<file path="config.mk">
export PLATFORM = sky130hd
export DESIGN_NAME = display_scan
export DESIGN_NICKNAME = d
export VERILOG_FILES = /design/src/rtl/display_scan.sv
export SDC_FILE = /design/constraint.sdc
export NUM_CORES = 1
export LEC_CHECK = 0
export ABC_CLOCK_PERIOD_IN_PS = 2100
export CORE_UTILIZATION = 47
export DETAILED_ROUTE_END_ITERATION = 8
export PLACE_DENSITY = 0.73
export SYNTH_ARGS = -nofsm -noshare
export SYNTH_HDL_FRONTEND = slang
export SYNTH_SLANG_ARGS = --single-unit
</file>
<file path="constraint.sdc">
create_clock -name clk -period 2.1 [get_ports clk]
set_input_delay 0.21 -clock clk [delete_from_list [all_inputs] [get_ports clk]]
set_output_delay 0.21 -clock clk [all_outputs]
set_load 0.005 [all_outputs]
</file>
<file path="src/rtl/display_scan.sv">
// Four-digit multiplexed 7-segment driver for the countdown timer: BCD decode,
// tens-of-minutes zero blanking, colon on the minutes digit and blinking when done.
module display_scan #(
  parameter int SCAN_COUNT  = 50000,
  parameter int SCAN_WIDTH  = 16,
  parameter int BLINK_TICKS = 64,
  parameter int BLINK_WIDTH = 7
) (
  input  logic       clk,
  input  logic       reset,
  input  logic [3:0] seconds,
  input  logic [3:0] tens_seconds,
  input  logic [3:0] minutes,
  input  logic [3:0] tens_minutes,
  input  logic       done,
  input  logic       blank_lead,
  output logic [3:0] anode,
  output logic [6:0] segments,
  output logic       dp
);

  localparam logic [SCAN_WIDTH-1:0]  SCAN_LAST  = SCAN_WIDTH'(SCAN_COUNT - 1);
  localparam logic [BLINK_WIDTH-1:0] BLINK_LAST = BLINK_WIDTH'(BLINK_TICKS - 1);

  logic [SCAN_WIDTH-1:0]  prescale_q, prescale_d;
  logic [1:0]             idx_q, idx_d;
  logic [BLINK_WIDTH-1:0] blink_cnt_q, blink_cnt_d;
  logic                   blink_on_q, blink_on_d;
  logic [3:0]             anode_q, anode_d;
  logic [6:0]             seg_q, seg_d;
  logic                   dp_q, dp_d;

  logic       tick;
  logic [3:0] digit;
  logic       lead_blank;
  logic       dark;

  assign tick = (prescale_q == SCAN_LAST);

  always_comb begin
    prescale_d  = tick ? '0 : prescale_q + 1'b1;
    idx_d       = tick ? idx_q + 2'd1 : idx_q;
    blink_cnt_d = blink_cnt_q;
    blink_on_d  = blink_on_q;
    if (!done) begin
      // Leaving the done state makes the display visible straight away.
      blink_cnt_d = '0;
      blink_on_d  = 1'b1;
    end else if (tick) begin
      if (blink_cnt_q == BLINK_LAST) begin
        blink_cnt_d = '0;
        blink_on_d  = ~blink_on_q;
      end else begin
        blink_cnt_d = blink_cnt_q + 1'b1;
      end
    end
  end

  always_comb begin
    digit = seconds;
    case (idx_q)
      2'd0:    digit = seconds;
      2'd1:    digit = tens_seconds;
      2'd2:    digit = minutes;
      default: digit = tens_minutes;
    endcase
  end

  assign lead_blank = (idx_q == 2'd3) && blank_lead && (tens_minutes == 4'd0);
  assign dark       = lead_blank || !blink_on_q;

  always_comb begin
    seg_d = 7'b0111111;
    case (digit)
      4'd0: seg_d = 7'b1000000;
      4'd1: seg_d = 7'b1111001;
      4'd2: seg_d = 7'b0100100;
      4'd3: seg_d = 7'b0110000;
      4'd4: seg_d = 7'b0011001;
      4'd5: seg_d = 7'b0010010;
      4'd6: seg_d = 7'b0000010;
      4'd7: seg_d = 7'b1111000;
      4'd8: seg_d = 7'b0000000;
      4'd9: seg_d = 7'b0010000;
      default: seg_d = 7'b0111111;
    endcase
    if (dark) seg_d = 7'b1111111;
    dp_d = !((idx_q == 2'd2) && !dark);
  end

  genvar gi;
  generate
    for (gi = 0; gi < 4; gi++) begin : g_anode
      assign anode_d[gi] = dark || (idx_q != 2'(gi));
    end
  endgenerate

  always_ff @(posedge clk) begin
    if (reset) begin
      prescale_q  <= '0;
      idx_q       <= 2'd0;
      blink_cnt_q <= '0;
      blink_on_q  <= 1'b1;
      anode_q     <= 4'b1111;
      seg_q       <= 7'b1111111;
      dp_q        <= 1'b1;
    end else begin
      prescale_q  <= prescale_d;
      idx_q       <= idx_d;
      blink_cnt_q <= blink_cnt_d;
      blink_on_q  <= blink_on_d;
      anode_q     <= anode_d;
      seg_q       <= seg_d;
      dp_q        <= dp_d;
    end
  end

  assign anode    = anode_q;
  assign segments = seg_q;
  assign dp       = dp_q;

endmodule

</file>
# Word level (Yosys, flattened, before mapping)

Memory sizes are Yosys's and may differ from the RTL's. A register that Yosys moved wholly into a read port is not among the register bits.
Index checks and enable logic that the tools add are counted.

Reduce and logical (&&, ||, !) cells: 18
Add/subtract/negate cells: 3
Equality and inequality tests: 8
Muxes and demuxes: 2
Bitwise gates (word level): 2

Operators with widths:

| operator                | count |
|---|---|
| $add A16 B1 Y16 const B | 1 |
| $eq A16 B16 Y1 const B  | 1 |
| $pmux W4 S3             | 1 |
| $add A7 B1 Y7 const B   | 1 |
| $eq A7 B6 Y1 const B    | 1 |
| $mux W7                 | 1 |
| $reduce_or A2 Y1        | 3 |
| $logic_or A1 B1 Y1      | 5 |
| $eq A2 B2 Y1 const B    | 2 |
| $logic_not A4 Y1        | 1 |
| $ne A2 B2 Y1 const B    | 2 |
| $logic_and A1 B1 Y1     | 3 |
| $logic_not A1 Y1        | 3 |
| $add A2 B1 Y2 const B   | 1 |
| $eq A2 B1 Y1 const B    | 1 |
| $logic_not A2 Y1        | 1 |
| $ne A2 B1 Y1 const B    | 1 |
| $not A1 Y1              | 2 |
| $reduce_and A2 Y1       | 1 |
| $reduce_bool A2 Y1      | 1 |

Input bits: 20
Memories kept: 1
ROM bits: 112
Register bits after elaboration: 31
Output and inout bits: 12
Logic and storage cells: 40

Memory list:

| name            | depth | bits a word | read ports | clocked after Yosys merged registers in | wr ports | RTL line | RTL |
|---|---|---|---|---|---|---|---|
| (no name shown) | 16    | 7           | 1          | 1                                       | 0        | 74       | `case (digit)` |

# Logic depth before layout (Yosys ltp)

Depth in word-level cells: 7
Gate-level depth with buffers: 8
Mapped depth without buffers: 8

# Least setup slack after synthesis

OpenSTA, ideal clock, no wires.

Path kind: register to register
Start: register idx_q[0]
End: register seg_q[0], in the netlist segments[0]
Data required time: 2.035 ns
Clock period less this slack: 1.951 ns
Library setup time: 0.065 ns
Cell stages (with the launch flop): 7
Data arrival time: 1.885 ns
Setup slack: 0.149 ns
Cell sequence: dfxtp_1 -> inv_1 -> ha_1 -> a222oi_1 -> mux2i_2 -> or4b_4 -> nand4_1

Word-level cells in the longest chain between the ends: 5
Elaborated cells on any way between the ends: 9
Classes of those cells: 3 x eq/ne; 1 x mux; 5 x reduce/logical

Ends and longest elaborated chain:

| element                          | RTL line | RTL |
|---|---|---|
| from (decl)                      | 26       | `logic [1:0] idx_q, idx_d;` |
| from (signal assigned)           | 109      | `idx_q <= idx_d;` |
| $eq A2 B2 Y1                     | 69       | `assign lead_blank = (idx_q == 2'd3) && blank_lead && (tens_minutes == 4'd0);` |
| $logic_and A1 B1 Y1 (2 in a row) | 69       |  |
| $logic_or A1 B1 Y1               | 70       | `assign dark = lead_blank \|\| !blink_on_q;` |
| $reduce_or A2 Y1 (no line)       | --       |  |
| to (decl)                        | 30       | `logic [6:0] seg_q, seg_d;` |

Several ways; a longest one is shown, not always the timed one.
A chain may end at the register's enable or synchronous reset.

# Worst setup path in the final report

Start: register idx_q[0]
End: register seg_q[2], in the netlist segments[2]

Same word-level chain as after synthesis.

==> flow_summary.json <==
{
  "start_util_pct": 48.84,
  "diodes": 0,
  "reg2reg_setup_slack_ns": 0.12,
  "drive_gt1_share_pct": 11.20,
  "synth_seq_cells": 37,
  "overflow": 0,
  "cts_num_sinks": 37,
  "port_buffers": 31,
  "power.density_nw_per_um2": 575.3,
  "drt_iter0_drc": 94,
  "slowest_stage": "a222oi_1",
  "die_x_um": 63.68,
  "grt_usage_pct": 19.60,
  "cts_tree": "done",
  "synth.largest_area_cell": "dfxtp_1",
  "synth_area_per_cell_um2": 8.985,
  "vias": 1533,
  "slowest_delay_ns": 0.36,
  "crit_path_end": "segments[2]",
  "finClkSkew_ns": 0.004067,
  "register_area_um2": 744.5,
  "layout.nets": 270,
  "finalSetupViolCount": 0,
  "worst_pin_slew_ns": 0.7959,
  "outcome": "finished clean",
  "synth_edf_count": 0,
  "crit_type": "reg -> reg",
  "crit_path_end_kind": "register",
  "critPathMaxFanout": 6,
  "synth_warnings": 0,
  "drv_cap": 0,
  "antenna_found_initial": 0,
  "grt_pass1_vias": 1428,
  "root_buffer": "clkbuf_8",
  "path_cells": "buf_4, ha_2, a222oi_1, mux2i_2, inv_1, ha_1, inv_1, o311ai_1",
  "r2r-end": "segments[2]",
  "synth_cells": 199,
  "vias_per_cell": 5.304,
  "r2r_start": "idx_q[0]",
  "drc": 0,
  "cts_buffers": 5,
  "synth_top_area_share_pct": 41.43,
  "crit_start": "idx_q[0]",
  "pre_cts_ws_ns": 0.05026,
  "crit_top_cell": "inv_1",
  "syn2layout_area_growth_pct": 30.23,
  "tns_ns": 0,
  "die_h_um": 63.68,
  "worst-r2r-cell-count": 8,
  "netlist_area_um2": 1788,
  "place_area_um2": 2190,
  "ys_types": 47,
  "multi_input_area_um2": 1011,
  "required_ns": 2.28,
  "cts.clk_slew.worst_paths_ns": 0.07,
  "max_slew_margin_pct": 46.58,
  "num_rows": 22,
  "max_freq_ghz": 0.5062,
  "cp-start-kind": "register",
  "hp-class": "reg -> reg",
  "die_area_um2": 4055,
  "gp_congestion": 0.7872,
  "fin_ws_ns": 0.1244,
  "synth_area_leaders": "dfxtp_1 41%, ha_1 7.0%, xnor2_1 4.9%, nor2_1 4.4%, inv_1 2.9%",
  "max-vdd-ir-drop_mv": 0.2940,
  "detail-route-antenna-nets": 0,
  "seq_area_frac_synth_pct": 41.43,
  "num-fill-cells": 318,
  "fin_crit_sh_pct": 94.08,
  "p_leak_nw": 0.8810,
  "top_level_ports": 32,
  "fin_util_pct": 63.60,
  "firstDrtPassIters": 4,
  "ctsHoldBuffers": 0,
  "crit_arrival_ns": 2.15,
  "grt_max_degree": 18,
  "worstHoldPathCells": 2,
  "grt_pass1_wl_mm": 6.306,
  "htreeDepth": 2,
  "clk_path_buf_depth": 2,
  "routedWlPerCell_um": 12.69,
  "fin_crit_ns": 1.976,
  "finalPower_mw": 1.340,
  "asyncSetResetFlopFracSynth_pct": 0,
  "stdcell_area_um2": 2328,
  "insertion_delay_ns": 0.29,
  "drt-total-wl_mm": 3.668,
  "hpwl_mm": 2.635,
  "finalMaxSlewViolations": 0,
  "core_um2": 3661,
  "synth_fp_nets": 229,
  "synth_ff_type": "dfxtp_1",
  "final_hold_viol_count": 0
}
## layout make-up
class	instances	area share (%)
Clock buffer	6	3.117
Sequential cell	37	31.97
Inverter	14	2.257
Tap cell	48	2.579
Multi-Input combinational cell	142	43.42
Clock inverter	2	0.4299
Timing Repair Buffer	40	16.23
## placed cells by master, fill, tap and decap left out, types with 3 or more instances in the layout
master           synthesis  routed
mux2i_1                  5       4
xor2_1                   3       3
clkbuf_8                 0       5
clkdlybuf4s50_1          0      31
ha_1                    10       7
and3_1                   3       3
nand3_1                 10      10
nor3_1                   4       4
a21oi_1                  6       6
o21ai_1                  6       6
buf_4                    1       9
nand4_1                  5       5
inv_1                   14      12
xnor2_1                 10      10
dfxtp_1                 37      36
or3_1                    4       4
nand2_1                 14      14
a222oi_1                 4       4
nor2_1                  21      21
nand2b_1                 4       4
## flip-flops by register name (all words and copies together) (netlist names)
name and cells:
anode 4, blink_cnt_q 7, blink_on_q 1, idx_q 2
prescale_q 16, segments 7
## power by group
group	leakage [nW]	internal [mW]	switching [mW]	total (mW)
clock network	0.0450	0.230	0.252	0.482
registers	0.302	0.716	0.00920	0.725
logic	0.534	0.0797	0.0533	0.133
## repair_timing
action                     in CTS  in global routing
setup endpoints to repair       0                  6
gates resized for setup         0                 12
buffers inserted                0                  1
## cells by family after synthesis
kind of cell               Yosys count  share of synthesized area (%)
AOI/OAI and AO/OA                   29                          11.20
xor gates and xnor gates            13                          6.368
adders and majority gates           10                          6.998
buffers and inverters               20                          4.549
DFF                                 37                          41.43
muxes                                7                          4.199
and+or+nand+nor                     83                          25.26
## cell usage after synthesis, types with 4 or more instances
library cell and number:
or3_1 4, o21ai_1 6, nor3_1 4, xnor2_1 10
nand2_1 14, a21oi_1 6, a222oi_1 4, nand3_1 10
dfxtp_1 37, inv_1 14, nand2b_1 4, ha_1 10
mux2i_1 5, nand4_1 5, nor2_1 21
## how the worst min path moves through the flow
stage / slack (ns) / endpoint / startpoint
after floorplan: 0.28 / idx_q[0] / reset
after global placement: 0.42 / blink_cnt_q[6] / blink_cnt_q[6]
after detailed placement: 0.43 / blink_cnt_q[6] / blink_cnt_q[6]
after CTS: 0.44 / blink_cnt_q[6] / blink_cnt_q[6]
after global routing: 0.47 / blink_cnt_q[6] / blink_cnt_q[6]
final: 0.44 / blink_cnt_q[6] / blink_cnt_q[6]
## per-stage QoR
stage | hold slack, ns | instances
CTS | 0.4394 | 288
finish | 0.4370 | 289
global route | 0.4664 | 289
detailed placement | 0.4287 | 280
floorplan | 0.2824 | 199
global placement | 0.4226 | 280
## layer usage
layer / global-route usage (%) / wire, µm / up-vias
met2: 32.58 / 1729 / 19
met4: 4.830 / 27 / 0
met3: 5.616 / 106 / 3
li1: - / - / 787
met5: 0 / 0 / -
met1: 24.67 / 1805 / 724
## worst max-delay path: cells and delay by family (launching register included)
kind	cells	cell delay [ns]
DFF	1	0.33
adders and majority gates	2	0.37
AOI/OAI and AO/OA	2	0.66
buffers and inverters	3	0.29
muxes	1	0.20
Power figures use the tool's default switching activity.
